`src/rtl/btn_event_gen.sv`:
```
// Turns a debounced button level into one-cycle PRESS / RELEASE / LONG / REPEAT events plus a HELD level.
// Optional auto-repeat is enabled by defining BTN_EVT_REPEAT_EN; without it REPEAT is tied low.
module btn_event_gen #(
    parameter int CNT_WIDTH    = 8,
    parameter int LONG_TICKS   = 200,
    parameter int REPEAT_TICKS = 50
) (
    input  logic CLK,
    input  logic RST,
    input  logic CE,
    input  logic BTN_IN,
    output logic PRESS,
    output logic RELEASE,
    output logic LONG,
    output logic REPEAT,
    output logic HELD
);

    localparam logic [1:0] ST_IDLE    = 2'd0;
    localparam logic [1:0] ST_PRESSED = 2'd1;
    localparam logic [1:0] ST_AUTO    = 2'd2;

    localparam logic [CNT_WIDTH-1:0] LONG_TERM = CNT_WIDTH'(LONG_TICKS - 1);

    if (LONG_TICKS < 1 || LONG_TICKS > 2 ** CNT_WIDTH ||
        REPEAT_TICKS < 1 || REPEAT_TICKS > 2 ** CNT_WIDTH) begin : g_bad_param
        $error("btn_event_gen: LONG_TICKS/REPEAT_TICKS out of range for CNT_WIDTH");
    end

    logic [1:0]           state_q, state_d;
    logic [CNT_WIDTH-1:0] hold_cnt_q, hold_cnt_d;
    logic                 press_q, press_d;
    logic                 release_q, release_d;
    logic                 long_q, long_d;
    logic                 held_q, held_d;
`ifdef BTN_EVT_REPEAT_EN
    localparam logic [CNT_WIDTH-1:0] REPEAT_TERM = CNT_WIDTH'(REPEAT_TICKS - 1);
    logic                 repeat_q, repeat_d;
`endif

    always_comb begin
        // NOTE: every signal gets a default first, so no path through the case can infer a latch.
        state_d    = state_q;
        hold_cnt_d = hold_cnt_q;
        press_d    = 1'b0;
        release_d  = 1'b0;
        long_d     = 1'b0;
`ifdef BTN_EVT_REPEAT_EN
        repeat_d   = 1'b0;
`endif
        case (state_q)
            ST_IDLE: begin
                if (BTN_IN) begin
                    state_d    = ST_PRESSED;
                    press_d    = 1'b1;
                    hold_cnt_d = '0;
                end
            end
            ST_PRESSED: begin
                // Release is tested first so it wins over a coincident terminal count.
                if (!BTN_IN) begin
                    state_d    = ST_IDLE;
                    release_d  = 1'b1;
                    hold_cnt_d = '0;
                end else if (CE) begin
                    if (hold_cnt_q == LONG_TERM) begin
                        state_d    = ST_AUTO;
                        long_d     = 1'b1;
                        hold_cnt_d = '0;
                    end else begin
                        hold_cnt_d = hold_cnt_q + CNT_WIDTH'(1);
                    end
                end
            end
            ST_AUTO: begin
                if (!BTN_IN) begin
                    state_d    = ST_IDLE;
                    release_d  = 1'b1;
                    hold_cnt_d = '0;
                end else begin
`ifdef BTN_EVT_REPEAT_EN
                    if (CE) begin
                        if (hold_cnt_q == REPEAT_TERM) begin
                            repeat_d   = 1'b1;
                            hold_cnt_d = '0;
                        end else begin
                            hold_cnt_d = hold_cnt_q + CNT_WIDTH'(1);
                        end
                    end
`else
                    hold_cnt_d = '0;
`endif
                end
            end
            default: begin
                state_d    = ST_IDLE;
                hold_cnt_d = '0;
            end
        endcase
        held_d = (state_d != ST_IDLE);
    end

    always_ff @(posedge CLK or posedge RST) begin
        if (RST) begin
            state_q    <= ST_IDLE;
            hold_cnt_q <= '0;
            press_q    <= 1'b0;
            release_q  <= 1'b0;
            long_q     <= 1'b0;
            held_q     <= 1'b0;
        end else begin
            state_q    <= state_d;
            hold_cnt_q <= hold_cnt_d;
            press_q    <= press_d;
            release_q  <= release_d;
            long_q     <= long_d;
            held_q     <= held_d;
        end
    end

`ifdef BTN_EVT_REPEAT_EN
    always_ff @(posedge CLK or posedge RST) begin
        if (RST) begin
            repeat_q <= 1'b0;
        end else begin
            repeat_q <= repeat_d;
        end
    end

    assign REPEAT = repeat_q;
`else
    assign REPEAT = 1'b0;
`endif

    assign PRESS   = press_q;
    assign RELEASE = release_q;
    assign LONG    = long_q;
    assign HELD    = held_q;

endmodule

```
`config.mk`:
```
export PLATFORM = sky130hd
export DESIGN_NAME = btn_event_gen
export DESIGN_NICKNAME = d
export VERILOG_FILES = /design/src/rtl/btn_event_gen.sv
export SDC_FILE = /design/constraint.sdc
export NUM_CORES = 1
export LEC_CHECK = 0
export ABC_AREA = 1
export BUFFER_PORTS_ARGS = -buffer_cell sky130_fd_sc_hd__clkbuf_2
export CAP_MARGIN = 10
export CORE_ASPECT_RATIO = 1.2
export CORE_MARGIN = 5
export CORE_UTILIZATION = 49
export DETAILED_ROUTE_END_ITERATION = 12
export PLACE_DENSITY = 0.77
export SLEW_MARGIN = 25
export SYNTH_ARGS = -nofsm -noshare
export SYNTH_HDL_FRONTEND = slang
export SYNTH_SLANG_ARGS = --single-unit
```
`constraint.sdc`:
```
create_clock -name CLK -period 1.4 [get_ports CLK]
set_clock_uncertainty 0.2 [all_clocks]
set_input_delay 0 -clock CLK [delete_from_list [all_inputs] [get_ports CLK]]
set_output_delay 0 -clock CLK [all_outputs]
set_load 0.01 [all_outputs]
```
; ---- Yosys cells after proc, flatten, opt, wreduce, memory -nomap -nowiden
; Cells that the tools add are included.
[classes]
bitwise = 0
n_mux = 19
reduce_logical = 4
n_addsub = 1
div = 0
n_shift = 0
multipliers = 0
eq_ne = 5
order_cmp = 0
[op_table]
columns = cell, n
row1 = $mux W8, 4
row2 = $pmux W8 S2, 1
row3 = $mux W2, 5
row4 = $add A8 B1 Y8 const B, 1
row5 = $eq A8 B8 Y1 const B, 1
row6 = $mux W1, 8
row7 = $pmux W2 S3, 1
row8 = $ne A3 B3 Y1 const B, 1
row9 = $eq A2 B1 Y1 const B, 1
row10 = $eq A2 B2 Y1 const B, 1
row11 = $logic_not A2 Y1, 1
row12 = $ne A2 B2 Y1 const B, 1
row13 = $reduce_and A2 Y1, 1
row14 = $reduce_bool A2 Y1, 1
row15 = $reduce_or A2 Y1, 1
[word_totals]
n_memories = 0
input_bits = 4
output_inout_bits = 5
latchBits = 0
regBits = 14
romBits = 0
mem_bits_rw = 0

; ---- Logic depth before layout (Yosys ltp)
[logic_depth]
ltp_word = 6
mapped_depth = 10

; ---- Worst setup path before layout
; OpenSTA, ideal clock, no wires.
[synth_timing]
path_kind = reg2reg
start = register state_q[1]
end = register hold_cnt_q[5]
setup_ps = 121
arrival_time_ps = 1192
setup_slack_ps = -112
path_stages_with_launch = 8
n_path_buf = 0
required_time_ps = 1079
path_cell_list = dfrtp_1 inv_1 ha_1 nand2_2 o21ai_4 inv_2 a21oi_1 a21oi_1
[synth_via]
elab_chain_cells = 3
elab_cells_between_ends = 6
classes_between = eq/ne: 3 / mux: 1 / reduce/logical: 2
[synth_rtl]
columns = element, line
row1 = "start, declared", 30  ; logic [1:0] state_q, state_d;
row2 = "start signal, assigned", 112  ; state_q <= state_d;
row3 = $eq A2 B1 Y1 or $logic_not A2 Y1 (tied branches), 51  ; case (state_q)
row4 = $ne A3 B3 Y1 (no source line) or $ne A2 B2 Y1 (tied branches), n/a
row5 = $reduce_and A2 Y1 (no source line), n/a
row6 = "end signal, assigned", 113  ; hold_cnt_q <= hold_cnt_d;
row7 = "end, declared", 31  ; logic [CNT_WIDTH-1:0] hold_cnt_q, hold_cnt_d;
; Parallel ways exist; a longest one is shown, timed or not.
; A chain may end at the register's enable or synchronous reset.

; ---- Final worst setup path
[layout_timing]
start = register state_q[1]
end = register hold_cnt_q[1]
; Same word-level chain as after synthesis.

==> reports/metrics.cfg <==
[synthesis]
syn_nets = 108
netlist_instances = 99
ys_seq_area_share_pct = 44.6
ys_top_cells_by_area = dfrtp_1 45%, inv_1 11%, nand2_1 10%
muxShareOfSynthArea_pct = 0
synth_top_area_cell = dfrtp_1
yosys.area_share.simple_pct = 20.4
ys.warnings.count = 0
synth_xor_area_share_pct = 1.11
yosys.area_share.adder_pct = 7.96
syn_area_sq_um = 786
synth.most_common_cell = inv_1
yosys-top-cells-count = 22 x inv_1, 21 x nand2_1, 14 x dfrtp_1
ys.flop_type = dfrtp_1
synth_enable_flop_cells = 0
synthArstFlopShare_pct = 100
ys_ff_latch = 14
synth_cell_types = 22
synth_top_area_share_pct = 44.6
avgSynthCellArea_sq_um = 7.94
synth_compound_area_share_pct = 13.5
synth_top_family_by_area = simple AND/OR/NAND/NOR gates

[floorplanning]
die-width_microns = 46.6
row_count = 15
core_area_sq_um = 1480
pin_count = 9
start_util_pct = 53.0
die_area_sq_um = 2510
die_y_microns = 53.9

[layout]
insertedDiodeCount = 0
nNetsFinal = 140
fill_cells = 89
drive_gt1_share_pct = 38.0
stdcell_area_sq_um = 1110
area_growth_pct = 41.1

[clock_tree]
numCtsBuffers = 3
htreeDepth = 1
cts_num_sinks = 14
cts_tree = built
insertion_delay_ns = 0.27
clk_pin_slew_ns = 0.08
cts_root_buffer = clkbuf_4
clockBufferDepth = 2

[power]
leakage_nw = 0.604
p_per_area_nw_per_um2 = 1270
peakVddDrop_uv = 1020

[global_route]
grtUsageTotal_pct = 16.0
grt_pass1_wl_microns = 2880
grt_pass1_vias = 726
antenna_found_initial = 0
grt_max_degree = 15
grt_remaining_overflow = 0

[worst_setup_path]
cp_max_fo = 7
crit_path_end_kind = flop
cp_data_arrival_time_ns = 1.54
critPathLaunchType = flop
setup.worst_path.start = state_q[1]$_DFF_PP0_
worstSetupPathType = reg2reg
required_ns = 1.36
r2r_start = state_q[1]$_DFF_PP0_
ff2ff_setup_slack_ns = -0.18

[detailed_routing]
ant_nets = 0
routed_wl_microns = 1880
drc_errors = 0
drt-pass1-iter-count = 4
viasPerCell = 4.97
drt_first_iter_violations = 19
vias = 725
avgRoutedWirePerCell_microns = 12.8

[timing]
rsz0062_at_grt = true
final_max_slew_viol_count = 0
worst_slack_ns = -0.180
worst_pin_slew_ns = 0.520
clock.fmax_mhz = 633
slew_headroom_pct = 65.3
period_needed_ns = 1.58
setup_viol_count_final = 11
hold_viol = 0
post-route-period-util_pct = 113

[placement]
placed_area_sq_um = 973
dp_hpwl_microns = 1210
pre_cts_ws_ns = -0.135
port_buffers = 7
routabilityCongestion = 0.833

[run]
drv_cap = 0

[outcome]
violations = setup timing
outcome = finished, violations left

[min_path]
min_path_type = in2async

## per-layer routing
metal / vias up / GRT usage (%) / wire, microns
met5: - / 0 / 0
met1: 336 / 17.3 / 743
met2: 21 / 29.6 / 1040
met3: 4 / 2.01 / 65
li1: 364 / - / -
met4: 0 / 7.58 / 25
## worst max-delay path, cell delays in order, from the launching register on
cell	delay [ns]
dfrtp_1	0.42
inv_2	0.10
ha_4	0.15
nand2_4	0.07
o21ai_4	0.25
nor2_2	0.09
a22o_1	0.19
## power by group
group	internal [mW]	switching, mW	leakage, nW
clock	0.0996	0.120	0.0138
sequential	0.475	0.0685	0.187
combinational	0.308	0.331	0.403
## cells by family after synthesis
logic type | count (synthesis)
other | 1
DFF | 14
AOI/OAI and AO/OA | 16
and+or+nand+nor | 38
xor gates and xnor gates | 1
buffers and inverters | 24
adders and majority gates | 5
## layout by cell type (no fill, tap or decap), drive strengths merged, types with 2 or more instances in the layout
| cell type | n |
|---|---|
| nand2 | 23 |
| a21oi | 2 |
| nand4 | 2 |
| dlygate4sd3 | 3 |
| clkbuf | 10 |
| inv | 23 |
| o21ai | 9 |
| nor2 | 9 |
| nand3 | 4 |
| buf | 18 |
| dfrtp | 14 |
| ha | 5 |
## layout make-up
class	instances	area [sq um]	area share, %
timing repair buffer	28	200	18.1
clock buffer	3	22.5	2.03
multi-input combinational	61	424	38.3
tap	17	21.3	1.92
inverter	23	88.8	8.01
sequential	14	352	31.7
## metrics by stage
stage          setup TNS, ns  utilization, %  hold WS [ns]  instances  total power, mW
2_1_floorplan         -0.173               -        -0.311         99            0.847
3_3_place_gp          -0.834            65.7        -0.163        137             1.03
3_5_place_dp           -1.07            65.7        -0.160        137             1.06
4_1_cts                -1.04            71.7         0.103        145             1.32
5_1_grt                -2.11            74.8         0.152        146             1.50
6_report               -1.42            74.8        0.0851        146             1.40
## sequential cells by signal, indices dropped and copies added (netlist names)
| register | cells |
|---|---|
| state_q | 2 |
| hold_cnt_q | 8 |
| HELD | 1 |
| LONG | 1 |
| PRESS | 1 |
| RELEASE | 1 |
## what timing repair did
action | CTS | global route
hold endpoints to repair | 22 | 0
gates resized for setup | 7 | 9
endpoints found under the setup margin | 11 | 12
pin swaps | 7 | 5
hold buffers | 3 | 0
setup buffers | 2 | 1
## final timing paths
check | to | depth (start not counted)
worst min register to register | hold_cnt_q[7]$_DFFE_PP0P_ | 2
worst max-delay path | hold_cnt_q[1]$_DFFE_PP0P_ | 6
worst max register to register | hold_cnt_q[1]$_DFFE_PP0P_ | 6
worst min-delay path | state_q[1]$_DFF_PP0_ | 3
min in group CLK | RELEASE$_DFF_PP0_ | 3
max in group asynchronous | state_q[0]$_DFF_PP0_ | 3
Power figures use the tool's default switching activity.
